[src/rtl/clk_div_pkg.sv]
// ----------------------------------------------------------------------------
// clk_div_pkg
//   Shared definitions for the prog_clk_div programmable clock divider:
//   default counter width, default reset divisor, per-channel state type and
//   the channel-index width helper used by the interface and the top level.
// ----------------------------------------------------------------------------
package clk_div_pkg;

    localparam int CNT_W_DFLT   = 26;
    localparam int DEF_DIV_DFLT = 5000;

    typedef enum logic [1:0] {
        OFF  = 2'd0,
        RUN  = 2'd1,
        STOP = 2'd2
    } ch_state_t;

    // Channel select width; a single-channel build still gets a 1-bit select.
    function automatic int ch_idx_w(input int n);
        return (n > 1) ? $clog2(n) : 1;
    endfunction

endpackage

[src/rtl/prog_clk_div_if.sv]
// ----------------------------------------------------------------------------
// prog_clk_div_if
//   Bundles the run enables, the divisor-write handshake, the phase-align
//   pulse and the divided outputs of prog_clk_div.
//   Signals:
//     chEn     [NUM_CH]  per-channel run enable
//     cfgValid           divisor write request
//     cfgCh    [CH_W]    target channel of the write
//     cfgDiv   [CNT_W]   new divisor (half period = cfgDiv+1 cycles)
//     cfgReady           write accepted when cfgValid && cfgReady
//     syncIn             phase-align pulse
//     clkOut   [NUM_CH]  divided clocks, 50% duty
//     tickOut  [NUM_CH]  1-cycle pulse on each clkOut rise
//   Modports: master (drives requests), slave (the divider).
// ----------------------------------------------------------------------------
interface prog_clk_div_if #(
    parameter int NUM_CH = 4,
    parameter int CNT_W  = clk_div_pkg::CNT_W_DFLT
);
    localparam int CH_W = clk_div_pkg::ch_idx_w(NUM_CH);

    logic [NUM_CH-1:0] chEn;
    logic              cfgValid;
    logic [CH_W-1:0]   cfgCh;
    logic [CNT_W-1:0]  cfgDiv;
    logic              cfgReady;
    logic              syncIn;
    logic [NUM_CH-1:0] clkOut;
    logic [NUM_CH-1:0] tickOut;

    modport master (
        output chEn, cfgValid, cfgCh, cfgDiv, syncIn,
        input  cfgReady, clkOut, tickOut
    );

    modport slave (
        input  chEn, cfgValid, cfgCh, cfgDiv, syncIn,
        output cfgReady, clkOut, tickOut
    );

endinterface

[src/rtl/clk_div_chan.sv]
// ----------------------------------------------------------------------------
// clk_div_chan
//   One divider channel: counter, active/pending divisor, OFF/RUN/STOP FSM and
//   registered clock/tick outputs. Optional feature macro: CLKDIV_SYNC_EN
//   (phase-align on i_sync while in RUN); without it i_sync is ignored.
//   Ports:
//     clkIn, rstIn  clock, synchronous active-high reset
//     i_en          run enable
//     i_we          accepted divisor write for this channel
//     i_wdiv        divisor carried by the write
//     i_sync        phase-align pulse
//     o_pending     a written divisor is waiting to be applied
//     o_clk         divided clock
//     o_tick        1-cycle pulse on each o_clk rise
// ----------------------------------------------------------------------------
module clk_div_chan
    import clk_div_pkg::*;
#(
    parameter int CNT_W   = CNT_W_DFLT,
    parameter int DEF_DIV = DEF_DIV_DFLT
) (
    input  logic             clkIn,
    input  logic             rstIn,
    input  logic             i_en,
    input  logic             i_we,
    input  logic [CNT_W-1:0] i_wdiv,
    input  logic             i_sync,
    output logic             o_pending,
    output logic             o_clk,
    output logic             o_tick
);

    logic [CNT_W-1:0] r_cnt;
    logic [CNT_W-1:0] r_div;
    logic [CNT_W-1:0] r_pdiv;
    logic             r_pending;
    logic             r_clk;
    logic             r_tick;
    ch_state_t        r_state;

    logic             w_bnd;
    logic             w_sync;

    assign w_bnd = (r_state != OFF) && (r_cnt == r_div);

`ifdef CLKDIV_SYNC_EN
    assign w_sync = i_sync && (r_state == RUN);
`else
    logic w_unused_sync;
    assign w_unused_sync = i_sync;
    assign w_sync        = 1'b0;
`endif

    always_ff @(posedge clkIn) begin
        if (rstIn) begin
            r_cnt     <= '0;
            r_div     <= CNT_W'(DEF_DIV);
            r_pdiv    <= CNT_W'(DEF_DIV);
            r_pending <= 1'b0;
            r_clk     <= 1'b0;
            r_tick    <= 1'b0;
            r_state   <= OFF;
        end else begin
            r_tick <= 1'b0;
            case (r_state)
                OFF: begin
                    r_cnt <= '0;
                    r_clk <= 1'b0;
                    if (r_pending) begin
                        r_div     <= r_pdiv;
                        r_pending <= 1'b0;
                    end
                    if (i_en) r_state <= RUN;
                end
                default: begin
                    // Sync and boundary both restart the count and are the only
                    // points where a pending divisor may take effect.
                    if (w_sync || w_bnd) begin
                        r_cnt <= '0;
                        if (r_pending) begin
                            r_div     <= r_pdiv;
                            r_pending <= 1'b0;
                        end
                    end else begin
                        r_cnt <= r_cnt + CNT_W'(1);
                    end

                    if (w_sync) begin
                        r_clk <= 1'b0;
                    end else if (w_bnd) begin
                        // A stopping channel finishes its current phase and parks
                        // low instead of starting a new high phase.
                        if ((r_state == STOP) && !i_en) begin
                            r_clk <= 1'b0;
                        end else begin
                            r_clk  <= ~r_clk;
                            r_tick <= ~r_clk;
                        end
                    end

                    if (i_en)
                        r_state <= RUN;
                    else if ((r_state == STOP) && w_bnd)
                        r_state <= OFF;
                    else
                        r_state <= STOP;
                end
            endcase
            // The top only grants a write while nothing is pending, so this never
            // collides with the apply paths above.
            if (i_we) begin
                r_pdiv    <= i_wdiv;
                r_pending <= 1'b1;
            end
        end
    end

    assign o_pending = r_pending;
    assign o_clk     = r_clk;
    assign o_tick    = r_tick;

endmodule

[src/rtl/prog_clk_div.sv]
// ----------------------------------------------------------------------------
// prog_clk_div
//   Multi-channel programmable clock divider / tick generator. Each channel
//   produces a 50%-duty divided clock and a tick on each rise; divisors are
//   reloaded glitch-free through a valid/ready write port.
//   Optional feature macro: CLKDIV_SYNC_EN (syncIn phase-aligns running
//   channels); when undefined syncIn is ignored.
//   Ports:
//     clkIn  system clock (only clock)
//     rstIn  synchronous active-high reset
//     bus    prog_clk_div_if.slave: chEn, cfgValid/cfgCh/cfgDiv/cfgReady,
//            syncIn, clkOut, tickOut
//   This level holds the write decode, the cfgReady mux and the syncIn fan-out.
// ----------------------------------------------------------------------------
module prog_clk_div
    import clk_div_pkg::*;
#(
    parameter int NUM_CH  = 4,
    parameter int CNT_W   = CNT_W_DFLT,
    parameter int DEF_DIV = DEF_DIV_DFLT
) (
    input  logic           clkIn,
    input  logic           rstIn,
    prog_clk_div_if.slave  bus
);

    localparam int CH_W = ch_idx_w(NUM_CH);

    logic [NUM_CH-1:0] w_pending;
    logic [NUM_CH-1:0] w_we;
    logic [NUM_CH-1:0] w_clk;
    logic [NUM_CH-1:0] w_tick;
    logic              w_ready;

    // Selects that name no channel stay ready, so such writes are taken and dropped.
    always_comb begin
        w_ready = 1'b1;
        for (int i = 0; i < NUM_CH; i++) begin
            if (bus.cfgCh == CH_W'(i)) w_ready = ~w_pending[i];
        end
    end

    assign bus.cfgReady = w_ready;

    for (genvar g = 0; g < NUM_CH; g++) begin : g_ch
        assign w_we[g] = bus.cfgValid && w_ready && (bus.cfgCh == CH_W'(g));

        clk_div_chan #(
            .CNT_W   (CNT_W),
            .DEF_DIV (DEF_DIV)
        ) u_chan (
            .clkIn     (clkIn),
            .rstIn     (rstIn),
            .i_en      (bus.chEn[g]),
            .i_we      (w_we[g]),
            .i_wdiv    (bus.cfgDiv),
            .i_sync    (bus.syncIn),
            .o_pending (w_pending[g]),
            .o_clk     (w_clk[g]),
            .o_tick    (w_tick[g])
        );
    end

    assign bus.clkOut  = w_clk;
    assign bus.tickOut = w_tick;

endmodule

[src/flat_wrapper.sv]
// flat-port wrapper written by rule: the top's interface ports become plain ports
module prog_clk_div_flat import clk_div_pkg::*;
#(
    parameter int NUM_CH  = 4,
    parameter int CNT_W   = CNT_W_DFLT,
    parameter int DEF_DIV = DEF_DIV_DFLT
)
  (clkIn, rstIn, bus_chEn, bus_cfgValid, bus_cfgCh, bus_cfgDiv, bus_syncIn, bus_cfgReady, bus_clkOut, bus_tickOut);
  prog_clk_div_if #(.NUM_CH(NUM_CH), .CNT_W(CNT_W)) bus_i ();
  input  logic clkIn;
  input  logic rstIn;
  input wire logic [$bits(bus_i.chEn)-1:0] bus_chEn;
  input wire logic [$bits(bus_i.cfgValid)-1:0] bus_cfgValid;
  input wire logic [$bits(bus_i.cfgCh)-1:0] bus_cfgCh;
  input wire logic [$bits(bus_i.cfgDiv)-1:0] bus_cfgDiv;
  input wire logic [$bits(bus_i.syncIn)-1:0] bus_syncIn;
  output wire logic [$bits(bus_i.cfgReady)-1:0] bus_cfgReady;
  output wire logic [$bits(bus_i.clkOut)-1:0] bus_clkOut;
  output wire logic [$bits(bus_i.tickOut)-1:0] bus_tickOut;
  assign bus_i.chEn = bus_chEn;
  assign bus_i.cfgValid = bus_cfgValid;
  assign bus_i.cfgCh = bus_cfgCh;
  assign bus_i.cfgDiv = bus_cfgDiv;
  assign bus_i.syncIn = bus_syncIn;
  assign bus_cfgReady = bus_i.cfgReady;
  assign bus_clkOut = bus_i.clkOut;
  assign bus_tickOut = bus_i.tickOut;
  prog_clk_div #(.NUM_CH(NUM_CH), .CNT_W(CNT_W), .DEF_DIV(DEF_DIV)) u_core (.clkIn(clkIn), .rstIn(rstIn), .bus(bus_i));
endmodule
[config.mk]
export PLATFORM = sky130hd
export DESIGN_NAME = prog_clk_div_flat
export DESIGN_NICKNAME = d
export VERILOG_FILES = /design/src/rtl/clk_div_pkg.sv /design/src/rtl/prog_clk_div_if.sv /design/src/rtl/clk_div_chan.sv /design/src/rtl/prog_clk_div.sv /design/src/flat_wrapper.sv
export SDC_FILE = /design/constraint.sdc
export NUM_CORES = 1
export LEC_CHECK = 0
export ABC_AREA = 1
export CAP_MARGIN = 20
export CELL_PAD_IN_SITES_DETAIL_PLACEMENT = 0
export CELL_PAD_IN_SITES_GLOBAL_PLACEMENT = 1
export CORE_UTILIZATION = 35
export DETAILED_ROUTE_END_ITERATION = 8
export PLACE_DENSITY_LB_ADDON = 0.12
export SLEW_MARGIN = 30
export SYNTH_ARGS = -nofsm -noshare
export SYNTH_HDL_FRONTEND = slang
export SYNTH_SLANG_ARGS = --single-unit
[constraint.sdc]
create_clock -name clkIn -period 1.7 [get_ports clkIn]
set_clock_uncertainty 0.15 [all_clocks]
set_input_delay 0.425 -clock clkIn [delete_from_list [all_inputs] [get_ports clkIn]]
set_output_delay 0.425 -clock clkIn [all_outputs]
set_load 0.005 [all_outputs]
==> key figures, run 1 <==
Layout
  – Layout cells sized above 1: 0.378
  – Layout area overhead: 51.7%
  – Fin nets: 2628
  – Most frequent cells in the layout: 444 x nand2_1, 280 x inv_1, 258 x buf_4
  – Final design utilization: 0.541
  – Most common cell after layout, fill and taps aside: nand2_1
  – Final Cell Area: 23400 um2
  – Inserted Diodes: 0

Timing
  – Post-route setup slack: -0.229 ns
  – Slew HR: 0.473
  – Setup TNS: -25.00 ns
  – Unrepaired setup endpoints after global routing: yes
  – Finish-stage setup viols: 240
  – Hold Fails Final Rpt: 0
  – Hold WS: 0.304 ns
  – Final period util: 1.13
  – Final min period: 1.93 ns
  – Slew @ Worst Pin: 0.791 ns
  – Slew Limit Fails: 0
  – FMAX: approximately 520 MHz

Synthesis
  – Area fraction of the dominant cell type after synthesis: 0.431
  – Largest family of logic cells by synthesized area: simple AND/OR/NAND/NOR gates
  – Synthesis warning total: 0
  – Synth area leader: dfxtp_1
  – Mean Syn Cell Area: 6.83 um2
  – Syn Std Cell Area: 15400 um2
  – Post-synthesis adder-cell area fraction: 0.00324
  – Post-synthesis mux area share: 0
  – Seq cells post-synth: around 330
  – Seq/Total Area, Yosys: 0.431
  – Synth Flop Type: dfxtp_1
  – Xor and xnor fraction of the mapped netlist area: 0.0454
  – Post-Syn Nets: ~2300
  – EDFF count, synth: 0
  – Top post-synthesis cells by area: dfxtp_1 43%, nand2_1 13%, inv_1 7.3%
  – Compound-cell area share of the yosys netlist: 0.102
  – Netlist cell types: 36
  – Post-Synthesis Cells: 2259
  – Synth Area in Simple Gates: 0.308
  – Fraction of registers with async set/reset: 0

Clock tree
  – Cts hold-fix bufs: 0
  – CTS max path bufs: 3
  – Root Buffer Master: clkbuf_16
  – CTS buffer count: 40
  – Clock-pin transition on the worst setup and hold timing paths: ~0.060 ns
  – TritonCTS clock tree: done
  – CTS Sinks: approximately 330
  – H-tree depth: 2
  – Worst skew pair latency: ~0.57 ns

Route
  – Initial DRC Count: around 700
  – WL final: 48500 um
  – DR DRC count: 0
  – Final ANT Viol Nets: 0
  – Via count: 15130
  – WL per Instance: approximately 15 um
  – Via/cell ratio: approximately 4.7
  – TritonRoute pass-1 iters: 5

Power
  – Internal: ~0.015 W
  – Pwr dens: between 800 and 900 nW/um2
  – Clock share of power: 0.467
  – Sw frac: 0.252
  – Reg power frac: 0.416
  – Switch Pwr: 0.00494 W
  – Leak Pwr: 9.45 nW
  – Peak VDD IR: 0.000667 V
  – Combinational power share: 0.117

Setup path
  – Critical Path Sink Type: register
  – CP max FO: 5
  – Kind of start point of the critical path: register
  – Buf+Inv Stages, Crit Path: 3
  – Crit path DAT: 2.22 ns
  – CP max stage cell: dfxtp_2
  – Delay of the slowest critical-path stage: 0.35 ns
  – Crit-path cells: inv_2 > nand2_1 > nand2_1 > nor2_2 > nand3_2 > nor2_4 > nand3_4 > nand2_4 > buf_12 > buf_12 > nand2_8 > nand2_4 > nand3_2
  – Crit Path Class: register to register
  – Critical path's top delay family: simple AND/OR/NAND/NOR gates
  – Critical Path RT: 1.99 ns

GRT
  – GR Overflow Total: 0
  – Vias in the first global route: between 10000 and 15000
  – First-pass GRT wire length: approximately 76000 um
  – Total track usage: 0.217
  – Initial antenna violation count: 1
  – Largest net degree at the start of global routing: 50

Die
  – Die Height: 212 um
  – IO Pins: 45
  – Die W: 212 um
  – Starting Density: 0.357
  – Core area: 43300 um2
  – Die ar.: roughly 45000 um2
  – Row count: 76

Run status
  – Outcome: finished, violations left
  – Violated checks: negative setup slack

Place
  – Hpwl dp: 30500 um
  – RD Place Congestion: 0.795
  – Post-placement worst setup slack: -0.748 ns
  – Port buffer count: 43
  – DP Area: 18200 um2

Worst hold path
  – Hold WC Path Type: register to register

Run
  – Max Cap Viol: 0
[final timing paths]
path              depth (start not counted)                        startpoint  slack [ns]                          endpoint
setup / recovery                         13    u_core.g_ch[2].u_chan.r_cnt[2]       -0.23    u_core.g_ch[2].u_chan.r_div[3]
hold / removal                            2  u_core.g_ch[1].u_chan.r_pdiv[19]        0.30  u_core.g_ch[1].u_chan.r_pdiv[19]
setup reg to reg                         13    u_core.g_ch[2].u_chan.r_cnt[2]       -0.23    u_core.g_ch[2].u_chan.r_div[3]
hold reg to reg                           2  u_core.g_ch[1].u_chan.r_pdiv[19]        0.30  u_core.g_ch[1].u_chan.r_pdiv[19]
[worst min-delay path, stage by stage, from the launching register on]
cell,delay (ns)
dfxtp_1,0.30
inv_1,0.06
a21oi_1,0.05
[synth_stat cells, drive strengths merged (2+ instances only)]
cell / count
a21oi: 206
xnor2: 15
nor3: 52
ha: 4
nand4: 21
and3: 2
dfxtp: 332
nor4: 10
nand2: 519
buf: 57
xor2: 65
clkbuf: 48
inv: 310
nand3: 201
o21ai: 101
nor2: 297
nor3b: 9
a31o: 2
or2: 4
[logic make-up after synthesis]
kind of cell | after synthesis
compound gates | 312
flops | 332
fa+ha+maj | 4
buf+inv | 415
xor+xnor | 80
simple gates | 1116
[what timing repair did]
| action | 4_1_cts | 5_1_grt |
|---|---|---|
| endpoints found under the setup margin | 312 | 331 |
| endpoints found under the hold margin | 0 | 0 |
| pin swaps | 156 | 201 |
| gates cloned | 33 | 4 |
| gates resized for setup | 404 | 378 |
| buffers inserted | 61 | 29 |
[layer usage]
| metal | GRT usage | up-vias | wire, um |
|---|---|---|---|
| li1 | - | 7807 | - |
| met4 | 0.0527 | 0 | 857 |
| met5 | 0 | - | 0 |
| met2 | 0.375 | 209 | 23500 |
| met1 | 0.282 | 7057 | 22400 |
| met3 | 0.0319 | 57 | 1790 |
[state kept, by name, indices dropped and copies added, names as in the netlist]
signal and cells:
u_core.g_ch.u_chan.o_tick 4, u_core.g_ch.u_chan.r_pdiv 104, u_core.g_ch.u_chan.o_pending 4, u_core.g_ch.u_chan.o_clk 4
u_core.g_ch.u_chan.r_div 104, u_core.g_ch.u_chan.r_state 8, u_core.g_ch.u_chan.r_cnt 104
[metrics by stage]
step	power, W	std cells
2_1_floorplan	0.00922	2259
3_3_place_gp	0.00978	3033
3_5_place_dp	0.00980	3033
4_1_cts	0.0198	3197
5_1_grt	0.0204	3204
6_report	0.0196	3204
[power groups by stage]
stage                     sequential (W)  clock, W  combinational [W]
after floorplan                  0.00829         0           0.000932
after global placement           0.00834         0            0.00143
after detailed placement         0.00835         0            0.00145
after CTS                        0.00818   0.00941            0.00218
after global routing             0.00819   0.00974            0.00250
final                            0.00817   0.00916            0.00230
[cell type report]
type	instances	area, um2
clock buffer	56	1150
fill	4119	19900
multi-input combinational	1512	9160
timing repair buffer	392	4070
sequential	332	6870
inverter	310	1170
tap	585	732
clock inverter	17	250
Power figures use the tool's default switching activity.
==> run 2: changes to the inputs <==
--- a/config.mk
+++ b/config.mk
@@ -9,7 +9,7 @@
 export CAP_MARGIN = 20
 export CELL_PAD_IN_SITES_DETAIL_PLACEMENT = 0
 export CELL_PAD_IN_SITES_GLOBAL_PLACEMENT = 1
-export CORE_UTILIZATION = 35
+export CORE_UTILIZATION = 40
 export DETAILED_ROUTE_END_ITERATION = 8
 export PLACE_DENSITY_LB_ADDON = 0.12
 export SLEW_MARGIN = 30
==> key figures, run 2 (synthesis gave the netlist of run 1 again) <==
Layout
  – Layout cells sized above 1: 0.424 (+0.0462)
  – Regs by FF count: u_core.g_ch.u_chan.r_cnt x104, u_core.g_ch.u_chan.r_div x104, u_core.g_ch.u_chan.r_pdiv x104
  – Layout area overhead: 55.4%
  – Fin nets: 2655 (+1.0%)
  – Most common cell after layout, fill and taps aside: nand2_1
  – Final design utilization: 0.634 (+0.0925)
  – Most frequent cells in the layout: 425 x nand2_1, 268 x inv_1, 268 x buf_4
  – Inserted Diodes: 0 (unchanged)
  – Fillers: 3347 (-19%)
  – Final Cell Area: 24000 um2 (+2.4%)

Route
  – Via count: 15612 (+3.2%)
  – DR DRC count: 0 (unchanged)
  – WL per Instance: 15.7 um (+3.8%)
  – Via/cell ratio: 4.95 (+4.9%)
  – WL final: 49500 um (+2.1%)
  – TritonRoute pass-1 iters: 5 (unchanged)
  – Final ANT Viol Nets: 0 (unchanged)
  – Initial DRC Count: 713 (+4.4%)

Setup path
  – Crit path launch: u_core.g_ch[3].u_chan.r_div[9]
  – Crit Reg-Reg Startpoint: u_core.g_ch[3].u_chan.r_div[9]
  – Critical Path RT: 2.03 ns (+0.04 ns)
  – Crit Path Class: register to register
  – Kind of start point of the critical path: register
  – Crit path DAT: 2.24 ns (+0.02 ns)
  – Critical Path Sink Type: register
  – CP max FO: 8 (+3)

Timing
  – Unrepaired setup endpoints after global routing: yes
  – Slew Limit Fails: 0 (unchanged)
  – Post-route setup slack: -0.211 ns (+0.0187 ns)
  – FMAX: 523 MHz (+0.98%)
  – Slew HR: 0.411 (-0.0618)
  – Slew @ Worst Pin: 0.883 ns (+0.0927 ns)
  – Hold Fails Final Rpt: 0 (unchanged)
  – Final min period: 1.91 ns (-0.0187 ns)
  – Finish-stage setup viols: 301 (+25%)
  – Final period util: 1.12 (-0.0110)

Power
  – Peak VDD IR: 0.000660 V (-1.1%)
  – Reg power frac: 0.434 (+0.018)
  – Internal: 0.0139 W (-5.0%)
  – Total Power: 0.0189 W (-4.0%)
  – Pwr dens: 786 nW/um2 (-6.2%)
  – Sw frac: 0.260 (+0.00847)
  – Clock share of power: 0.436 (-0.031)
  – Leak Pwr: 9.82 nW (+3.9%)
  – Switch Pwr: 0.00491 W (-0.73%)
  – Combinational power share: 0.130 (+0.013)

Clock tree
  – CTS Sinks: 332 (unchanged)
  – Cts hold-fix bufs: 0 (unchanged)
  – Worst skew pair latency: 0.55 ns (-0.02 ns)
  – TritonCTS clock tree: done
  – Root Buffer Master: clkbuf_16
  – H-tree depth: 2 (unchanged)
  – Clock-pin transition on the worst setup and hold timing paths: 0.06 ns (about the same)
  – CTS max path bufs: 3 (unchanged)
  – CTS buffer count: 38 (-5.0%)

GRT
  – Total track usage: 0.245 (+0.0277)
  – GR Overflow Total: 0 (unchanged)
  – First-pass GRT wire length: 76100 um (-0.45%)
  – Largest net degree at the start of global routing: 50 (unchanged)
  – Vias in the first global route: 15181 (+1.7%)
  – Initial antenna violation count: 0 (-1)

Die
  – Die ar.: 39400 um2 (-12%)
  – Core area: 37800 um2 (-13%)
  – Row count: 71 (-6.6%)
  – Starting Density: 0.408 (+0.0511)
  – Die Height: 198 um (-6.4%)
  – Die W: 198 um (-6.4%)
  – IO Pins: 45 (unchanged)

Place
  – RD Place Congestion: 0.834 (+5.0%)
  – Hpwl dp: 29800 um (-2.4%)
  – DP Area: 18300 um2 (+0.31%)
  – Port buffer count: 43 (unchanged)

Run status
  – Violated checks: negative setup slack
  – Outcome: finished, violations left

Worst hold path
  – Min-delay src: u_core.g_ch[2].u_chan.r_cnt[0]
  – Hold WC Path Type: register to register

Run
  – Max Cap Viol: 0 (unchanged)
==> run 2: what timing repair did <==
action / 4_1_cts / 5_1_grt
resized for setup: 430 / 509
pin swaps: 153 / 208
endpoints found under the setup margin: 314 / 329
cloned: 31 / 12
buffers inserted: 78 / 28
==> run 2: path summary, 6_finish.rpt <==
check | to | slack (ns) | cells past startpoint
max | u_core.g_ch[3].u_chan.r_div[11] | -0.21 | 13
min | u_core.g_ch[2].u_chan.r_cnt[0] | 0.29 | 1
max reg2reg | u_core.g_ch[3].u_chan.r_div[11] | -0.21 | 13
min reg2reg | u_core.g_ch[2].u_chan.r_cnt[0] | 0.29 | 1
==> run 2: power by group through the flow <==
stage	Sequential, W	Combinational, W	Clock, W
floorplan	0.00829	0.000932	0
global placement	0.00834	0.00147	0
detailed placement	0.00834	0.00149	0
CTS	0.00818	0.00221	0.00837
global route	0.00821	0.00263	0.00870
finish	0.00818	0.00244	0.00822
==> run 2: routing by layer <==
layer	track usage	wire length [um]	vias up
li1	-	-	7847
met1	0.317	21900	7408
met2	0.423	24300	296
met3	0.0332	2280	61
met4	0.0703	1030	0
met5	0	0	-
==> run 2: worst max-delay path, stage by stage (launching register included) <==
cell and delay [ns]:
dfxtp_2 0.36, inv_1 0.05, nand2_1 0.06, nand2_1 0.05
nor2_1 0.12, nand2_1 0.07, nor2_2 0.11, buf_6 0.13
nand3_4 0.11, nand2_8 0.11, buf_12 0.17, buf_8 0.14
a21oi_2 0.05, nor2_1 0.15
==> run 2: per-stage QoR <==
| stage | setup slack, ns | setup TNS (ns) | hold slack (ns) | cells |
|---|---|---|---|---|
| 3_5_place_dp | -0.728 | -115.29 | 0.294 | 2973 |
| 2_1_floorplan | -0.0691 | -0.159 | 0.273 | 2259 |
| 3_3_place_gp | -0.751 | -112.57 | 0.287 | 2973 |
| 6_report | -0.211 | -27.69 | 0.295 | 3151 |
| 4_1_cts | -0.240 | -37.73 | 0.267 | 3134 |
| 5_1_grt | -0.327 | -60.37 | 0.306 | 3151 |
==> run 2: layout make-up <==
class                   instances  area, um2  area share
multi-input cells            1512       9520       0.397
flip-flops and latches        332       6890       0.287
inverters                     310       1190      0.0497
well taps                     511        639      0.0267
repair buffers                421       4500       0.188
clock inverters                 6       30.0     0.00125
clock buffers                  59       1200      0.0502
==> run 3: changes to the inputs <==
--- a/config.mk
+++ b/config.mk
@@ -10,6 +10,7 @@
 export CELL_PAD_IN_SITES_DETAIL_PLACEMENT = 0
 export CELL_PAD_IN_SITES_GLOBAL_PLACEMENT = 1
 export CORE_UTILIZATION = 40
+export CTS_CLUSTER_DIAMETER = 60
 export DETAILED_ROUTE_END_ITERATION = 8
 export PLACE_DENSITY_LB_ADDON = 0.12
 export SLEW_MARGIN = 30
==> key figures, run 3 (synthesis gave the netlist of run 1 again) <==
Layout
  – Register area: 6910 um2 (+0.29%)
  – Inserted Diodes: 0 (unchanged)
  – Fillers: 3200 (-4.4%)
  – Layout area overhead: 61.9%
  – Non-filler instance count after layout: 3172 (+0.67%)
  – Multi-input logic area: 10100 um2 (+6.3%)
  – Most frequent cells in the layout: 408 x nand2_1, 260 x inv_1, 257 x buf_4
  – Final Cell Area: 25000 um2 (+4.2%)
  – Most common cell after layout, fill and taps aside: nand2_1
  – Fin nets: 2671 (+0.60%)
  – Layout cells sized above 1: 0.464 (+0.0402)
  – Final design utilization: 0.660 (+0.0266)
  – Regs by FF count: u_core.g_ch.u_chan.r_cnt x104, u_core.g_ch.u_chan.r_div x104, u_core.g_ch.u_chan.r_pdiv x104

Die
  – Core area: 37800 um2 (unchanged)
  – Starting Density: 0.408 (unchanged)
  – Die Height: 198 um (unchanged)
  – Row count: 71 (unchanged)
  – Die ar.: 39400 um2 (unchanged)
  – IO Pins: 45 (unchanged)
  – Die W: 198 um (unchanged)

Place
  – RD Place Congestion: 0.834 (unchanged)
  – Hpwl dp: 29800 um (unchanged)
  – DP Area: 18300 um2 (unchanged)
  – Port buffer count: 43 (unchanged)
  – Dpl cells: 2973 (unchanged)

Route
  – Final ANT Viol Nets: 0 (unchanged)
  – TritonRoute pass-1 iters: 5 (unchanged)
  – DR DRC count: 0 (unchanged)
  – WL final: 50800 um (+2.6%)
  – Via count: 15867 (+1.6%)
  – Via/cell ratio: 5.00 (+0.96%)
  – WL per Instance: 16.0 um (+1.9%)
  – Initial DRC Count: 801 (+12%)

Timing
  – Unrepaired setup endpoints after global routing: yes
  – Hold Fails Final Rpt: 0 (unchanged)
  – Slew Limit Fails: 0 (unchanged)
  – Slew HR: 0.469 (+0.0582)
  – Post-route setup slack: -0.242 ns (-0.0311 ns)
  – Slew @ Worst Pin: 0.796 ns (-0.0874 ns)
  – Final min period: 1.94 ns (+0.0311 ns)
  – Final period util: 1.14 (+0.0183)
  – FMAX: 515 MHz (-1.6%)
  – Hold WS: 0.295 ns (+0.000405 ns)
  – Finish-stage setup viols: 284 (-5.6%)

Clock tree
  – Worst skew pair latency: 0.55 ns (about the same)
  – TritonCTS clock tree: done
  – CTS max path bufs: 3 (unchanged)
  – Clock-pin transition on the worst setup and hold timing paths: 0.06 ns (about the same)
  – CTS Sinks: 332 (unchanged)
  – Root Buffer Master: clkbuf_16
  – CTS buffer count: 40 (+5.3%)
  – H-tree depth: 2 (unchanged)
  – Cts hold-fix bufs: 0 (unchanged)

Setup path
  – CP max FO: 7 (-1)
  – Crit Path Class: register to register
  – Critical Path Sink Type: register
  – Kind of start point of the critical path: register
  – CP max stage cell: dfxtp_2
  – Crit path DAT: 2.22 ns (-0.02 ns)
  – Crit-path cells: inv_1 > nand2_1 > nand2_1 > nor2_2 > nand3_2 > nor2_4 > nand3_4 > nand2_8 > buf_12 > buf_12 > nand3_2 > nand2_2 > nor2_1
  – Critical path's top delay family: simple AND/OR/NAND/NOR gates
  – Delay of the slowest critical-path stage: 0.37 ns (about the same)
  – Critical Path RT: 1.98 ns (-0.05 ns)
  – Buf+Inv Stages, Crit Path: 3 (-1)

Run status
  – Violated checks: negative setup slack
  – Outcome: finished, violations left

GRT
  – First-pass GRT wire length: 76800 um (+0.95%)
  – Initial antenna violation count: 0 (unchanged)
  – Largest net degree at the start of global routing: 50 (unchanged)
  – GR Overflow Total: 0 (unchanged)
  – Total track usage: 0.247 (+0.00258)
  – Vias in the first global route: 15231 (+0.33%)

Power
  – Leak Pwr: 10.2 nW (+3.4%)
  – Peak VDD IR: 0.000640 V (-3.0%)
  – Pwr dens: 786 nW/um2 (about the same)

Run
  – Max Cap Viol: 0 (unchanged)

Worst hold path
  – Hold WC Path Type: register to register
==> run 3: cell count changes in the layout (fill, tap and decap cells not counted), sizes merged, moves of 2 or more <==
cell	delta
buf	+18
clkinv	-2
clkinvlp	+2
dlygate4sd2	-3
inv	+2
clkbuf	+2
bufinv	+2
==> run 3: worst paths after layout <==
path / start / to / slack (ns) / cells after the start
max reg2reg: u_core.g_ch[0].u_chan.r_div[3] / u_core.g_ch[0].u_chan.r_div[13] / -0.24 / 13
min: u_core.g_ch[1].u_chan.r_pdiv[22] / u_core.g_ch[1].u_chan.r_pdiv[22] / 0.30 / 2
max: u_core.g_ch[0].u_chan.r_div[3] / u_core.g_ch[0].u_chan.r_div[13] / -0.24 / 13
min reg2reg: u_core.g_ch[1].u_chan.r_pdiv[22] / u_core.g_ch[1].u_chan.r_pdiv[22] / 0.30 / 2
==> run 3: metrics by stage <==
stage,setup TNS [ns],worst slack [ns],power (W)
after CTS,-41.02,-0.249,0.0194
after floorplan,-0.159,-0.0691,0.00922
after detailed placement,-115.29,-0.728,0.00983
final,-32.32,-0.242,0.0196
after global placement,-112.57,-0.751,0.00981
after global routing,-57.71,-0.342,0.0204
==> run 3: tightest hold or removal path, cell delays in order (launching register included) <==
cell and delay [ns]:
dfxtp_1 0.29, inv_1 0.05, a21oi_1 0.05
==> run 3: final cells by class <==
class | count | area share
tap | 511 | 0.0256
clock buffer | 62 | 0.0494
sequential | 332 | 0.277
clock inverter | 10 | 0.00451
multi-input combinational | 1512 | 0.405
timing repair buffer | 435 | 0.191
inverter | 310 | 0.0479
==> run 3: layer usage <==
layer	up-vias	GRT usage	routed length, um
li1	7898	-	-
met1	7614	0.322	22400
met2	276	0.426	25100
met3	79	0.0368	2190
met4	0	0.0635	1120
met5	-	0	0
==> run 3: what timing repair did <==
item                       4_1_cts  5_1_grt
setup endpoints to repair      307      336
pin swaps                      171      264
gates resized for setup        478      720
cloned                          39        7
setup buffers                   82       52
==> run 3: report_power, final <==
part	internal (W)	switching, W
Clock	0.00530	0.00351
Combinational	0.00118	0.00146
Sequential	0.00800	0.000178
Total	0.0145	0.00515
